--- src/rtl/vram_arbiter_pkg.sv ---
// vram_arbiter_pkg: shared codes and types for the video SRAM arbiter.
// Latency: n/a (types, constants and one helper function only).
// Backpressure: n/a.
//
// Holds owner codes, bus direction codes, arbiter FSM encodings, the
// read-tag record carried through the return pipe and default bus widths.
package vram_arbiter_pkg;

   // Default SRAM geometry (word address, data width).
   localparam int ADDR_W_DEF = 18;
   localparam int DATA_W_DEF = 16;

   // Width of the host starvation counter; covers HOST_MAX_WAIT up to 255.
   localparam int STARVE_W = 8;

   // Owner of an issued read, used to route returning data.
   localparam logic OWN_DISP = 1'b0;
   localparam logic OWN_HOST = 1'b1;

   // Direction of the last command driven onto the SRAM data bus.
   typedef enum logic {
      DIR_RD = 1'b0,
      DIR_WR = 1'b1
   } dir_e;

   // Arbiter state: IDLE (nothing issued last cycle), ISSUE (a command was
   // granted last cycle), TURN (last cycle was a forced bus-turnaround slot).
   typedef enum logic [1:0] {
      IDLE  = 2'd0,
      ISSUE = 2'd1,
      TURN  = 2'd2
   } arb_state_e;

   // One entry of the read-return tag pipe.
   typedef struct packed {
      logic vld;    // entry belongs to a real read
      logic owner;  // OWN_DISP or OWN_HOST
   } rd_tag_t;

   // Saturating increment used by the starvation counter.
   function automatic logic [STARVE_W-1:0] sat_inc(
      input logic [STARVE_W-1:0] v,
      input logic [STARVE_W-1:0] lim
   );
      return (v >= lim) ? lim : v + STARVE_W'(1);
   endfunction

endpackage

--- src/rtl/vram_rd_tag_pipe.sv ---
// vram_rd_tag_pipe: DEPTH-stage shift of {valid, owner} tags for SRAM reads.
// Latency: a tag pushed in cycle c appears on the output in cycle c+DEPTH.
// Backpressure: none; shifts every cycle, clr empties every stage.
//
// Ports:
//   clk        system clock
//   clr        synchronous clear (drops all in-flight tags)
//   push_vld   1 when the command presented this cycle is a read
//   push_owner owner of that read (OWN_DISP / OWN_HOST)
//   out_vld    oldest stage holds a read whose data is on mem_rdata now
//   out_owner  owner of that read
module vram_rd_tag_pipe
   import vram_arbiter_pkg::*;
#(
   parameter int DEPTH = 2
) (
   input  logic clk,
   input  logic clr,
   input  logic push_vld,
   input  logic push_owner,
   output logic out_vld,
   output logic out_owner
);

   rd_tag_t [DEPTH-1:0] pipe;
   rd_tag_t             tag_in;

   assign tag_in.vld   = push_vld;
   assign tag_in.owner = push_owner;

   // Idle cycles and writes shift in vld=0, so the stage count alone
   // lines each read up with its data on mem_rdata.
   always_ff @(posedge clk) begin
      if (clr) begin
         pipe <= '0;
      end else begin
         pipe[0] <= tag_in;
         for (int i = 1; i < DEPTH; i++) begin
            pipe[i] <= pipe[i-1];
         end
      end
   end

   assign out_vld   = pipe[DEPTH-1].vld;
   assign out_owner = pipe[DEPTH-1].owner;

endmodule

--- src/rtl/vram_arbiter.sv ---
// vram_arbiter: shares one single-port video SRAM between display scan-out
//   reads and host reads/writes; display has priority, host starvation bounded.
// Latency: grant in cycle t -> command on mem_* in t+1 -> rvalid/rdata in t+1+RD_LAT.
// Backpressure: req is held until req && gnt; gnt drops during rst and during
//   the single idle slot inserted when the bus direction must change.
//
// Ports:
//   clk, rst                         clock, synchronous active-high reset
//   disp_req/disp_addr/disp_gnt      display read request, address, grant
//   disp_rvalid/disp_rdata           display read return (one-cycle pulse)
//   host_req/host_we/host_addr/
//   host_wdata/host_gnt              host request (we=1 write), grant
//   host_rvalid/host_rdata           host read return (one-cycle pulse)
//   mem_cs/mem_we/mem_addr/mem_wdata registered SRAM command
//   mem_rdata                        SRAM read data, valid RD_LAT after command
module vram_arbiter
   import vram_arbiter_pkg::*;
#(
   parameter int ADDR_W        = ADDR_W_DEF,
   parameter int DATA_W        = DATA_W_DEF,
   parameter int RD_LAT        = 2,
   parameter int HOST_MAX_WAIT = 8
) (
   input  logic              clk,
   input  logic              rst,
   // display scan-out fetcher
   input  logic              disp_req,
   input  logic [ADDR_W-1:0] disp_addr,
   output logic              disp_gnt,
   output logic              disp_rvalid,
   output logic [DATA_W-1:0] disp_rdata,
   // host bus bridge
   input  logic              host_req,
   input  logic              host_we,
   input  logic [ADDR_W-1:0] host_addr,
   input  logic [DATA_W-1:0] host_wdata,
   output logic              host_gnt,
   output logic              host_rvalid,
   output logic [DATA_W-1:0] host_rdata,
   // external SRAM
   output logic              mem_cs,
   output logic              mem_we,
   output logic [ADDR_W-1:0] mem_addr,
   output logic [DATA_W-1:0] mem_wdata,
   input  logic [DATA_W-1:0] mem_rdata
);

   // Elaboration-time range checks on the parameters.
   if (RD_LAT < 1 || RD_LAT > 4) begin : g_bad_rd_lat
      $error("vram_arbiter: RD_LAT must be in 1..4");
   end
   if (HOST_MAX_WAIT < 1 || HOST_MAX_WAIT > 255) begin : g_bad_max_wait
      $error("vram_arbiter: HOST_MAX_WAIT must be in 1..255");
   end

   localparam logic [STARVE_W-1:0] MAX_WAIT = STARVE_W'(HOST_MAX_WAIT);

   // ------------------------------------------------------------------
   // State
   // ------------------------------------------------------------------
   arb_state_e          state_q;
   dir_e                last_dir_q;   // direction of the last issued command
   logic [STARVE_W-1:0] starve_q;     // consecutive cycles host was refused
   logic                cmd_owner_q;  // owner of the command now on mem_*

   // ------------------------------------------------------------------
   // Arbitration (combinational)
   // ------------------------------------------------------------------
   logic host_starved;
   logic cand_vld;
   logic cand_host;
   dir_e cand_dir;
   logic turn_need;
   logic grant_ok;

   // A starved host pre-empts display; otherwise display wins any tie.
   assign host_starved = host_req && (starve_q == MAX_WAIT);
   assign cand_vld     = disp_req || host_req;
   assign cand_host    = host_starved || (host_req && !disp_req);
   assign cand_dir     = (cand_host && host_we) ? DIR_WR : DIR_RD;

   // Opposite-direction commands need one empty bus slot between them.
   // In TURN that slot has just been spent, so any candidate may go, even
   // if the winner changed during the idle cycle.
   assign turn_need = cand_vld && (state_q != TURN) && (cand_dir != last_dir_q);

   assign grant_ok = !rst && cand_vld && !turn_need;
   assign disp_gnt = grant_ok && !cand_host;
   assign host_gnt = grant_ok && cand_host;

   // ------------------------------------------------------------------
   // FSM, counters and registered SRAM command
   // ------------------------------------------------------------------
   always_ff @(posedge clk) begin
      if (rst) begin
         state_q     <= IDLE;
         last_dir_q  <= DIR_RD;
         starve_q    <= '0;
         cmd_owner_q <= OWN_DISP;
         mem_cs      <= 1'b0;
         mem_we      <= 1'b0;
         mem_addr    <= '0;
         mem_wdata   <= '0;
      end else begin
         // Next state: a pending turnaround dominates; otherwise the state
         // just records whether a command went out this cycle.
         if (turn_need) begin
            state_q <= TURN;
         end else if (grant_ok) begin
            state_q <= ISSUE;
         end else begin
            state_q <= IDLE;
         end

         // Idle slots leave last_dir untouched, so a direction change after
         // a gap still costs one turnaround cycle.
         if (grant_ok) begin
            last_dir_q <= cand_dir;
         end

         if (!host_req || host_gnt) begin
            starve_q <= '0;
         end else begin
            starve_q <= sat_inc(starve_q, MAX_WAIT);
         end

         // Command register. Address/data hold when idle to limit pin toggling.
         mem_cs      <= grant_ok;
         mem_we      <= host_gnt && host_we;
         cmd_owner_q <= host_gnt ? OWN_HOST : OWN_DISP;
         if (disp_gnt) begin
            mem_addr <= disp_addr;
         end else if (host_gnt) begin
            mem_addr <= host_addr;
         end
         if (host_gnt && host_we) begin
            mem_wdata <= host_wdata;
         end
      end
   end

   // ------------------------------------------------------------------
   // Read return routing
   // ------------------------------------------------------------------
   logic tag_vld;
   logic tag_owner;

   // Tags are pushed when the command is on the pins (t+1), so a pipe of
   // RD_LAT stages surfaces each tag exactly when its data is on mem_rdata.
   vram_rd_tag_pipe #(
      .DEPTH (RD_LAT)
   ) u_tag_pipe (
      .clk        (clk),
      .clr        (rst),
      .push_vld   (mem_cs && !mem_we),
      .push_owner (cmd_owner_q),
      .out_vld    (tag_vld),
      .out_owner  (tag_owner)
   );

   // Gated by rst as well so that, with RD_LAT=1, a tag already at the pipe
   // output cannot pulse while reset is asserted.
   assign disp_rvalid = !rst && tag_vld && (tag_owner == OWN_DISP);
   assign host_rvalid = !rst && tag_vld && (tag_owner == OWN_HOST);
   assign disp_rdata  = disp_rvalid ? mem_rdata : '0;
   assign host_rdata  = host_rvalid ? mem_rdata : '0;

endmodule
--- config.mk ---
export PLATFORM = sky130hd
export DESIGN_NAME = vram_arbiter
export DESIGN_NICKNAME = d
export VERILOG_FILES = /design/src/rtl/vram_arbiter_pkg.sv /design/src/rtl/vram_rd_tag_pipe.sv /design/src/rtl/vram_arbiter.sv
export SDC_FILE = /design/constraint.sdc
export NUM_CORES = 1
export LEC_CHECK = 0
export BUFFER_PORTS_ARGS = -buffer_cell sky130_fd_sc_hd__buf_2
export CORE_AREA = 2 2 77 94
export CTS_CLUSTER_SIZE = 25
export DETAILED_ROUTE_END_ITERATION = 10
export DIE_AREA = 0 0 79 96
export PLACE_DENSITY = 0.67
export SLEW_MARGIN = 20
export SYNTH_ARGS = -nofsm -noshare
export SYNTH_HDL_FRONTEND = slang
export SYNTH_SLANG_ARGS = --single-unit
export TNS_END_PERCENT = 1
--- constraint.sdc ---
create_clock -name clk -period 3 [get_ports clk]
set_input_delay 0.3 -clock clk [delete_from_list [all_inputs] [get_ports clk]]
set_output_delay 0.3 -clock clk [all_outputs]
set_load 0.05 [all_outputs]
==> results.py, run 1 <==
metrics = {
    "run_status": {
        "result_of_the_run": "finished, final reports clean",
    },
    "critical_path": {
        "critPathKind": "flip-flop to output pin",
        "worstSetupPathDepth": 5,
        "cp.required_ps": 2700,
        "worstReg2RegStart": "starve_q[7]",
        "cp_cell_sequence": "or4_4, or2_1, o31a_1, and3_1, buf_2",
        "critPathMaxFanout": 6,
        "setup.worst_path.end_class": "output pin",
        "slowest_stage": "or4_4",
        "path_delay_family": "simple AND/OR/NAND/NOR gates",
        "arrival_ps": 2210,
        "startpoint": "starve_q[7]",
        "critical_path_max_stage_delay_ps": 560,
        "worstPathBufferInverterCount": 1,
        "launching_element_type_of_the_critical_path": "flip-flop",
        "r2r.worst_path.cells": 6,
    },
    "timing": {
        "finalHoldViolations": 0,
        "report.final.slew_viol_count": 0,
        "max_clock_freq_mhz": 399,
        "min_period_over_period": 0.836,
        "fin_skew_ps": 7.05,
        "setup_viol_count_final": 0,
        "worst_pin_slew_ps": 777,
        "finalSetupTns_ps": 0,
        "rsz_0062_raised_after_global_routing": "false",
        "fin_ws_ps": 493,
        "layout_min_cycle_time_ps": 2510,
        "timing.max_slew.rel_slack": 0.479,
    },
    "final_layout": {
        "multiInputGateArea_um2": 1170,
        "final_common_cell": "buf_2",
        "area.growth.synth_to_final_pct": 40.4,
        "layout.area.seq_um2": 1040,
        "final-instance-count-excl-fill": 485,
        "final_net_count": 472,
        "antenna-diode-count": 0,
        "layout_common_cells": "buf_2, dfxtp_1, a21oi_1, and2_1, nand2_1",
        "fin_util": 0.481,
        "final_layout_size_suffix_gt1_frac": 0.410,
        "fillerInstances": 655,
    },
    "worst_hold_path": {
        "hold_path_depth": 3,
        "worstHoldStart": "host_wdata[14]",
        "worst_min_delay_path_category": "input port to flip-flop",
    },
    "power": {
        "worst_ir_drop_vdd_mv": 0.310,
        "cellLeakagePower_uw": 0.00163,
        "report.power.total_uw": 1490,
        "power_density_nw_per_um2": 464,
    },
    "floorplanning": {
        "initial_standard_cell_utilization_of_the_core": 0.343,
        "die_footprint_um2": 7580,
        "core_ar_um2": 6690,
        "fp.dieW_um": 79,
        "die_height_um": 96,
        "placementRows": 33,
        "io-pin-count": 145,
    },
    "cts": {
        "cts.repair.resized": 0,
        "cts_tree": "yes",
        "hold_fix_buffer_count_after_cts": 0,
        "cts-root-to-sink-buffers": 2,
        "worst_setup_hold_path_clk_slew_ps": 90,
        "cts_made_buffers": 5,
        "cts.root.buffer_cell": "clkbuf_8",
        "post_cts_setup_inserts": 0,
        "clock_tree.htree_level_count": 2,
        "clkSinkCount": 52,
        "clk-insertion-delay-late_ps": 300,
    },
    "synthesis": {
        "netlist.area_leader.share": 0.454,
        "synth.yosys.warnings": 0,
        "post_synth.cell_area_avg_um2": 8.89,
        "synth-seq-cells": 52,
        "synth-main-ff-cell": "dfxtp_1",
        "synth_seq_area_share": 0.454,
        "synth_area_leader_cell": "dfxtp_1",
        "synth-edff-count": 0,
        "post_synth_num_cell_types": 37,
        "synth_cells": 258,
        "ys_top_cells_by_area": "dfxtp_1, and2_1, mux2i_1",
        "syn-cell-area_um2": 2290,
        "synth-async-reset-ratio": 0,
    },
    "global_routing": {
        "grt_pass1_wl_um": 8590,
        "overflow_left_after_global_routing": 0,
        "initial_antenna_violation_count": 0,
        "groute.usage.overall": 0.142,
        "grt_pass1_vias": 1961,
        "maximum_number_of_pins_on_one_net_before_global_route_repair": 25,
    },
    "routing": {
        "ant_nets": 0,
        "first_iter_violations": 85,
        "detail_route.wl_per_cell_um": 11.8,
        "vias": 2282,
        "route.detailed.drc": 0,
        "detail_route.first_pass.iterations": 4,
        "vias_per_cell": 4.71,
        "finalWirelength_um": 5710,
    },
    "job": {
        "max-cap-violations": 0,
    },
    "placement": {
        "gp_congestion": 0.841,
        "dp.final_hpwl_um": 4400,
        "placed_cells_incl_taps": 477,
        "setup_slack_placement_ps": 554,
        "io_buffer_count": 144,
    },
}
-- cell usage after synthesis, types with 3 or more instances --
master,count
nor2_1,6
clkbuf_1,14
and2_1,34
nor2b_1,4
buf_2,3
nand2b_1,5
inv_1,4
mux2i_1,18
dfxtp_1,52
a211oi_1,18
a21oi_1,35
nand2_1,34
-- final cells by class --
cell class	count	area share
clock buffers	6	0.0257
inverters	5	0.00738
repair buffers	148	0.233
multi-input cells	185	0.365
flip-flops and latches	52	0.323
well taps	87	0.0338
clock inverters	2	0.0120
-- per-stage QoR --
| step | instance area (um^2) | hold WS (ps) |
|---|---|---|
| after floorplan | 2310 | 414 |
| after global placement | 3090 | 404 |
| after detailed placement | 3090 | 402 |
| after CTS | 3210 | 212 |
| after global routing | 3220 | 210 |
| final | 3220 | 221 |
-- worst paths after layout --
| path | to | slack (ps) |
|---|---|---|
| min reg2reg | u_tag_pipe.pipe[1] | 420 |
| max | disp_gnt | 490 |
| max reg2reg | mem_wdata[10] | 620 |
| min | mem_wdata[14] | 220 |
-- metal layers --
layer  track usage  routed length (um)
met1         0.150                2230
met2         0.269                2890
met3        0.0291                 495
met4        0.0675                  99
met5             0                   0
-- flip-flops by register name, summed over array words and instances (netlist names) --
signal,flops
mem_wdata,16
mem_cs,1
cmd_owner_q,1
u_tag_pipe.out_vld,1
state_q,2
starve_q,8
last_dir_q,1
mem_we,1
u_tag_pipe.pipe,2
u_tag_pipe.out_owner,1
mem_addr,18
-- power by group --
part	internal [uW]	switching [uW]	leakage (uW)	total, uW
Clock	273	221	0.0000614	494
Combinational	93.5	176	0.00115	269
Sequential	719	12.7	0.000425	731
-- cell families (layout without fill, tap and decap cells) --
family / count (synthesis) / count (layout) / share of synthesized area
and+or+nand+nor: 97 / 97 / 0.229
DFF: 52 / 52 / 0.454
muxes: 18 / 18 / 0.0786
other: 1 / 4 / 0.00164
buffers and inverters: 24 / 161 / 0.0496
adders and majority gates: 2 / 2 / 0.0109
xor gates and xnor gates: 2 / 2 / 0.00764
AOI/OAI and AO/OA: 62 / 62 / 0.169
-- worst reg2reg max path: stages, from the launching register on --
cell and delay, ps:
dfxtp_1 310, or4_4 560, a2bb2oi_2 180, or4b_1 810
clkinv_4 240, nand2_1 80, a21oi_1 120
(Power assumes the default switching activity.)
==> inputs of run 2 (changes only) <==
clock period = 2.5 ns   (was 3 ns; I/O delays follow)
==> run 2 against run 1 <==
Critical path depth unchanged; utilization increased by 0.15 points; clock power decreased by 4.0%; count of clock-buffer cells in the layout increased by 2.
==> results.py, run 2 (synthesized netlist as in run 1, its figures left out) <==
metrics = {
    "final_layout": {
        "largest_register_ff_count": 18,
        "area.growth.synth_to_final_pct": 40.8,
        "top_flop_regs": "mem_addr x18, mem_wdata x16, starve_q x8",
        "fin_util": 0.483,
        "final_common_cell": "buf_2",
        "layout_common_cells": "buf_2, dfxtp_1, a21oi_1, and2_1, nand2_1",
        "multiInputGateArea_um2": 1180,
        "final_layout_size_suffix_gt1_frac": 0.409,
        "final_net_count": 477,
        "antenna-diode-count": 0,
        "fillerInstances": 681,
        "regMostFlops": "mem_addr",
        "layout.area.seq_um2": 1040,
    },
    "timing": {
        "finalSetupTns_ps": 0,
        "min_period_over_period": 0.963,
        "setup_viol_count_final": 0,
        "finalHoldViolations": 0,
        "layout_min_cycle_time_ps": 2410,
        "fin_skew_ps": 4.65,
        "timing.max_slew.rel_slack": 0.532,
        "worst_pin_slew_ps": 702,
        "max_clock_freq_mhz": 416,
        "report.final.slew_viol_count": 0,
    },
    "critical_path": {
        "critPathMaxFanout": 8,
        "cp_cell_sequence": "or4_4, or2_1, o31a_1, and3_1, buf_2",
        "worstReg2RegStart": "starve_q[7]",
        "slowest_stage": "or4_4",
        "endpoint": "disp_gnt",
        "worst-r2r-setup-slack_ps": 180,
        "launching_element_type_of_the_critical_path": "flip-flop",
        "cp.required_ps": 2250,
        "critPathKind": "flip-flop to output pin",
        "worstPathBufferInverterCount": 1,
        "arrival_ps": 2160,
        "startpoint": "starve_q[7]",
        "worstSetupPathDepth": 5,
        "r2r.worst_path.cells": 5,
        "critical_path_max_stage_delay_ps": 560,
        "reg2reg_to": "mem_addr[17]",
        "setup.worst_path.end_class": "output pin",
        "path_delay_family": "simple AND/OR/NAND/NOR gates",
    },
    "floorplanning": {
        "initial_standard_cell_utilization_of_the_core": 0.343,
        "placementRows": 33,
        "io-pin-count": 145,
        "fp.dieW_um": 79,
        "die_height_um": 96,
        "die_footprint_um2": 7580,
        "core_ar_um2": 6690,
    },
    "global_routing": {
        "grt_pass1_wl_um": 8580,
        "grt_pass1_vias": 1954,
        "overflow_left_after_global_routing": 0,
        "maximum_number_of_pins_on_one_net_before_global_route_repair": 26,
        "initial_antenna_violation_count": 0,
        "groute.usage.overall": 0.140,
    },
    "placement": {
        "gp_congestion": 0.813,
        "io_buffer_count": 144,
        "dp.final_hpwl_um": 4400,
    },
    "routing": {
        "detail_route.wl_per_cell_um": 11.5,
        "route.detailed.drc": 0,
        "first_iter_violations": 61,
        "detail_route.first_pass.iterations": 4,
        "vias": 2284,
        "ant_nets": 0,
        "vias_per_cell": 4.66,
        "finalWirelength_um": 5630,
    },
    "cts": {
        "cts.root.buffer_cell": "clkbuf_8",
        "cts-root-to-sink-buffers": 2,
        "clkSinkCount": 52,
        "clk-insertion-delay-late_ps": 290,
        "cts_made_buffers": 5,
        "worst_setup_hold_path_clk_slew_ps": 90,
        "cts_tree": "yes",
        "clock_tree.htree_level_count": 2,
    },
    "power": {
        "worst_ir_drop_vdd_mv": 0.320,
        "power_density_nw_per_um2": 519,
        "cellLeakagePower_uw": 0.00164,
    },
    "worst_hold_path": {
        "worst_min_delay_path_category": "input port to flip-flop",
    },
    "job": {
        "max-cap-violations": 0,
    },
    "run_status": {
        "result_of_the_run": "finished, final reports clean",
    },
}
==> run 2: how the worst min path moves through the flow <==
stage / startpoint / endpoint / slack [ps] / cells past startpoint
floorplan: host_wdata[0] / mem_wdata[0] / 390 / 2
global placement: mem_we / u_tag_pipe.pipe[1] / 410 / 1
detailed placement: mem_we / u_tag_pipe.pipe[1] / 410 / 1
CTS: host_wdata[14] / mem_wdata[14] / 180 / 3
global route: host_wdata[8] / mem_wdata[8] / 180 / 3
finish: host_wdata[14] / mem_wdata[14] / 180 / 3
==> run 2: where the power goes <==
part | switching, uW | internal, uW
combinational | 209 | 114
sequential | 15.7 | 862
clock | 248 | 226
total | 472 | 1200
==> run 2: cell type report <==
| type | count | area share |
|---|---|---|
| clock buffer | 8 | 0.0279 |
| inverter | 5 | 0.00736 |
| multi-input combinational | 185 | 0.365 |
| sequential | 52 | 0.322 |
| tap | 87 | 0.0337 |
| timing repair buffer | 153 | 0.244 |
==> run 2: what timing repair did <==
item,in CTS,in global routing
endpoints found under the setup margin,0,2
gates resized for setup,0,0
hold buffers,0,0
buffers inserted,0,2
==> run 2: metal layers <==
layer / track usage / wire [um]
met4: 0.0560 / 82
met3: 0.0263 / 482
met5: 0 / 0
met2: 0.271 / 2890
met1: 0.148 / 2180
==> run 2: metrics by stage <==
stage               cells  hold WS [ps]  setup WS (ps)  total power, uW  area [um^2]
floorplan             261           386            203             1110         2320
global placement      480           405            200             1220         3120
detailed placement    480           409            161             1220         3120
CTS                   488           181           13.5             1700         3210
global route          490           185          -3.11             1750         3230
finish                490           183           93.3             1680         3230
==> run 2: tightest hold or removal path, cell delays in order <==
cell     delay, ps
buf_2           90
nand2_1         40
a21oi_1         50
==> inputs of run 3 (changes only) <==
ABC_AREA = 1   (was default)
CORE_AREA = 2 2 79 96   (was 2 2 77 94)
DIE_AREA = 0 0 81 98   (was 0 0 79 96)
PLACE_DENSITY = 0.66   (was 0.67)
==> run 3 against run 2 <==
Count of clock-buffer cells in the layout decreased by 1; utilization decreased by 1.7 points; synthesized area increased by 5.3%; final cell count increased by 19%; power increased by 3.6%; clock skew increased by 5.0 ps; global-route usage increased by 0.63 points; worst setup slack improved by 120 ps; largest cell class is now registers.
==> results.py, run 3 <==
metrics = {
    "job": {
        "max-cap-violations": 0,
    },
    "floorplanning": {
        "fp.dieW_um": 81,
        "placementRows": 34,
        "initial_standard_cell_utilization_of_the_core": 0.342,
        "core_ar_um2": 7060,
        "io-pin-count": 145,
        "die_height_um": 98,
        "die_footprint_um2": 7940,
    },
    "power": {
        "share_clk_of_total_power": 0.280,
        "cellLeakagePower_uw": 0.00198,
        "power.switching_fraction": 0.305,
        "internal_power_uw": 1210,
        "combPwrFrac": 0.210,
        "share_seq_of_total_power": 0.509,
        "report.power.total_uw": 1740,
        "power_density_nw_per_um2": 527,
        "worst_ir_drop_vdd_mv": 0.396,
        "power_switching_uw": 530,
    },
    "final_layout": {
        "layout.area.seq_um2": 1040,
        "antenna-diode-count": 0,
        "multiInputGateArea_um2": 1030,
        "final_common_cell": "buf_2",
        "area.growth.synth_to_final_pct": 36.3,
        "layout.cell_area.non_filler_um2": 3290,
        "largest_register_ff_count": 18,
        "final_net_count": 569,
        "top_flop_regs": "mem_addr x18, mem_wdata x16, starve_q x8",
        "layout_common_cells": "buf_2, nor2_1, nand2_1, inv_1, dfxtp_1",
        "final_layout_size_suffix_gt1_frac": 0.352,
        "regMostFlops": "mem_addr",
        "fillerInstances": 705,
    },
    "placement": {
        "dp.final_hpwl_um": 4630,
        "io_buffer_count": 144,
        "placed_cell_area_um2": 3200,
        "gp_congestion": 0.808,
        "setup_slack_placement_ps": 530,
    },
    "critical_path": {
        "cp_cell_sequence": "inv_1, ha_1, nand3_1, o21ai_2, nand4_1, nand3_2, nand2_2, buf_4, nor2_1, buf_2",
        "critPathMaxFanout": 14,
        "arrival_ps": 2030,
        "cp.required_ps": 2250,
        "worstPathBufferInverterCount": 3,
        "critical_path_max_stage_delay_ps": 350,
        "critPathKind": "flip-flop to output pin",
        "slowest_stage": "dfxtp_1",
        "setup.worst_path.end_class": "output pin",
        "path_delay_family": "buffers and inverters",
        "launching_element_type_of_the_critical_path": "flip-flop",
    },
    "global_routing": {
        "initial_antenna_violation_count": 0,
        "groute.usage.overall": 0.146,
        "groute.layer.met2.usage": 0.274,
        "grt_pass1_wl_um": 9340,
        "grt_util_met1": 0.154,
        "grt_pass1_vias": 2281,
        "overflow_left_after_global_routing": 0,
        "maximum_number_of_pins_on_one_net_before_global_route_repair": 35,
        "grtUsageMet3": 0.0397,
        "busiest_layer": "met2",
    },
    "synthesis": {
        "post_synth_num_cell_types": 25,
        "synth.most_common_cell": "nor2_1",
        "synth-main-ff-cell": "dfxtp_1",
        "ys_top_cells_by_area": "dfxtp_1, nor2_1, nand2_1",
        "post_synth_most_frequent_cells": "nor2_1, nand2_1, inv_1",
        "synth-seq-cells": 52,
        "synth.yosys.warnings": 0,
        "synth-edff-count": 0,
        "synth_cells": 354,
        "syn-cell-area_um2": 2410,
        "synth-async-reset-ratio": 0,
        "netlist.area_leader.share": 0.431,
        "synth_area_leader_cell": "dfxtp_1",
        "post_synth.cell_area_avg_um2": 6.82,
        "synth_seq_area_share": 0.431,
    },
    "cts": {
        "cts_tree": "yes",
        "cts-root-to-sink-buffers": 2,
        "cts.repair.resized": 0,
        "worst_setup_hold_path_clk_slew_ps": 90,
        "cts.root.buffer_cell": "clkbuf_8",
        "clkSinkCount": 52,
        "hold_fix_buffer_count_after_cts": 0,
        "post_cts_setup_inserts": 0,
        "clock_tree.htree_level_count": 2,
        "cts_made_buffers": 5,
        "clk-insertion-delay-late_ps": 300,
    },
    "routing": {
        "detail_route.first_pass.iterations": 4,
        "first_iter_violations": 65,
        "finalWirelength_um": 5990,
        "detail_route.wl_per_cell_um": 10.2,
        "vias": 2601,
        "vias_per_cell": 4.45,
        "route.detailed.drc": 0,
        "ant_nets": 0,
    },
    "worst_hold_path": {
        "worst_min_delay_path_category": "input port to flip-flop",
    },
    "timing": {
        "finalHoldViolations": 0,
        "fin_ws_ps": 216,
        "finalSetupTns_ps": 0,
        "max_clock_freq_mhz": 438,
        "min_period_over_period": 0.914,
        "rsz_0062_raised_after_global_routing": "false",
        "final.hold.worst_slack_ps": 169,
        "fin_skew_ps": 9.65,
        "layout_min_cycle_time_ps": 2280,
        "setup_viol_count_final": 0,
        "report.final.slew_viol_count": 0,
    },
    "run_status": {
        "result_of_the_run": "finished, final reports clean",
    },
}
==> run 3: kinds of logic after synthesis <==
kind of cell,after synthesis,synth area share
AOI/OAI and AO/OA,21,0.0586
xor gates and xnor gates,1,0.00363
adders and majority gates,2,0.0104
buffers and inverters,85,0.151
DFF,52,0.431
other,1,0.00155
and+or+nand+nor,192,0.344
==> run 3: layout make-up <==
cell class,count,share of cell area
Clock buffer,7,0.0262
Inverter,65,0.0741
Tap cell,90,0.0342
Clock inverter,1,0.00228
Sequential cell,52,0.316
Multi-Input combinational cell,220,0.314
Timing Repair Buffer,150,0.233
==> run 3: through the flow <==
| stage | utilization | cells |
|---|---|---|
| final | 0.466 | 585 |
| after CTS | 0.466 | 585 |
| after global routing | 0.466 | 585 |
| after floorplan | - | 357 |
| after detailed placement | 0.453 | 577 |
| after global placement | 0.453 | 577 |
==> run 3: metal layers <==
metal  vias to the layer above  part of all wire
met5                         -                 0
li1                       1353                 -
met2                       108              0.48
met4                         0             0.013
met3                         4             0.096
met1                      1136              0.41
==> run 3: power by group through the flow <==
stage	sequential, uW	clock [uW]	combinational (uW)
6_report	884	486	365
4_1_cts	884	511	368
2_1_floorplan	1000	0	152
3_5_place_dp	903	0	367
5_1_grt	889	542	397
3_3_place_gp	903	0	363
==> run 3: path summary, 6_finish.rpt <==
kind                                          from                   end  slack (ps)  cells after the start
worst max-delay path                   starve_q[0]              disp_gnt         220                     10
worst min-delay path                 host_wdata[5]          mem_wdata[5]         170                      3
worst max register to register         starve_q[0]         mem_wdata[13]         590                     13
worst min register to register  u_tag_pipe.pipe[0]  u_tag_pipe.out_owner         400                      2
==> run 3: worst register-to-register path: stages, from the launching register on <==
cell,delay [ps]
dfxtp_1,350
inv_1,60
ha_1,130
nand3_1,90
o21ai_2,170
nand3_1,110
nand2_1,80
nand3_2,70
nand2_2,170
inv_2,80
nand2_4,270
nand2_1,100
nand2_1,70
nor2_1,50
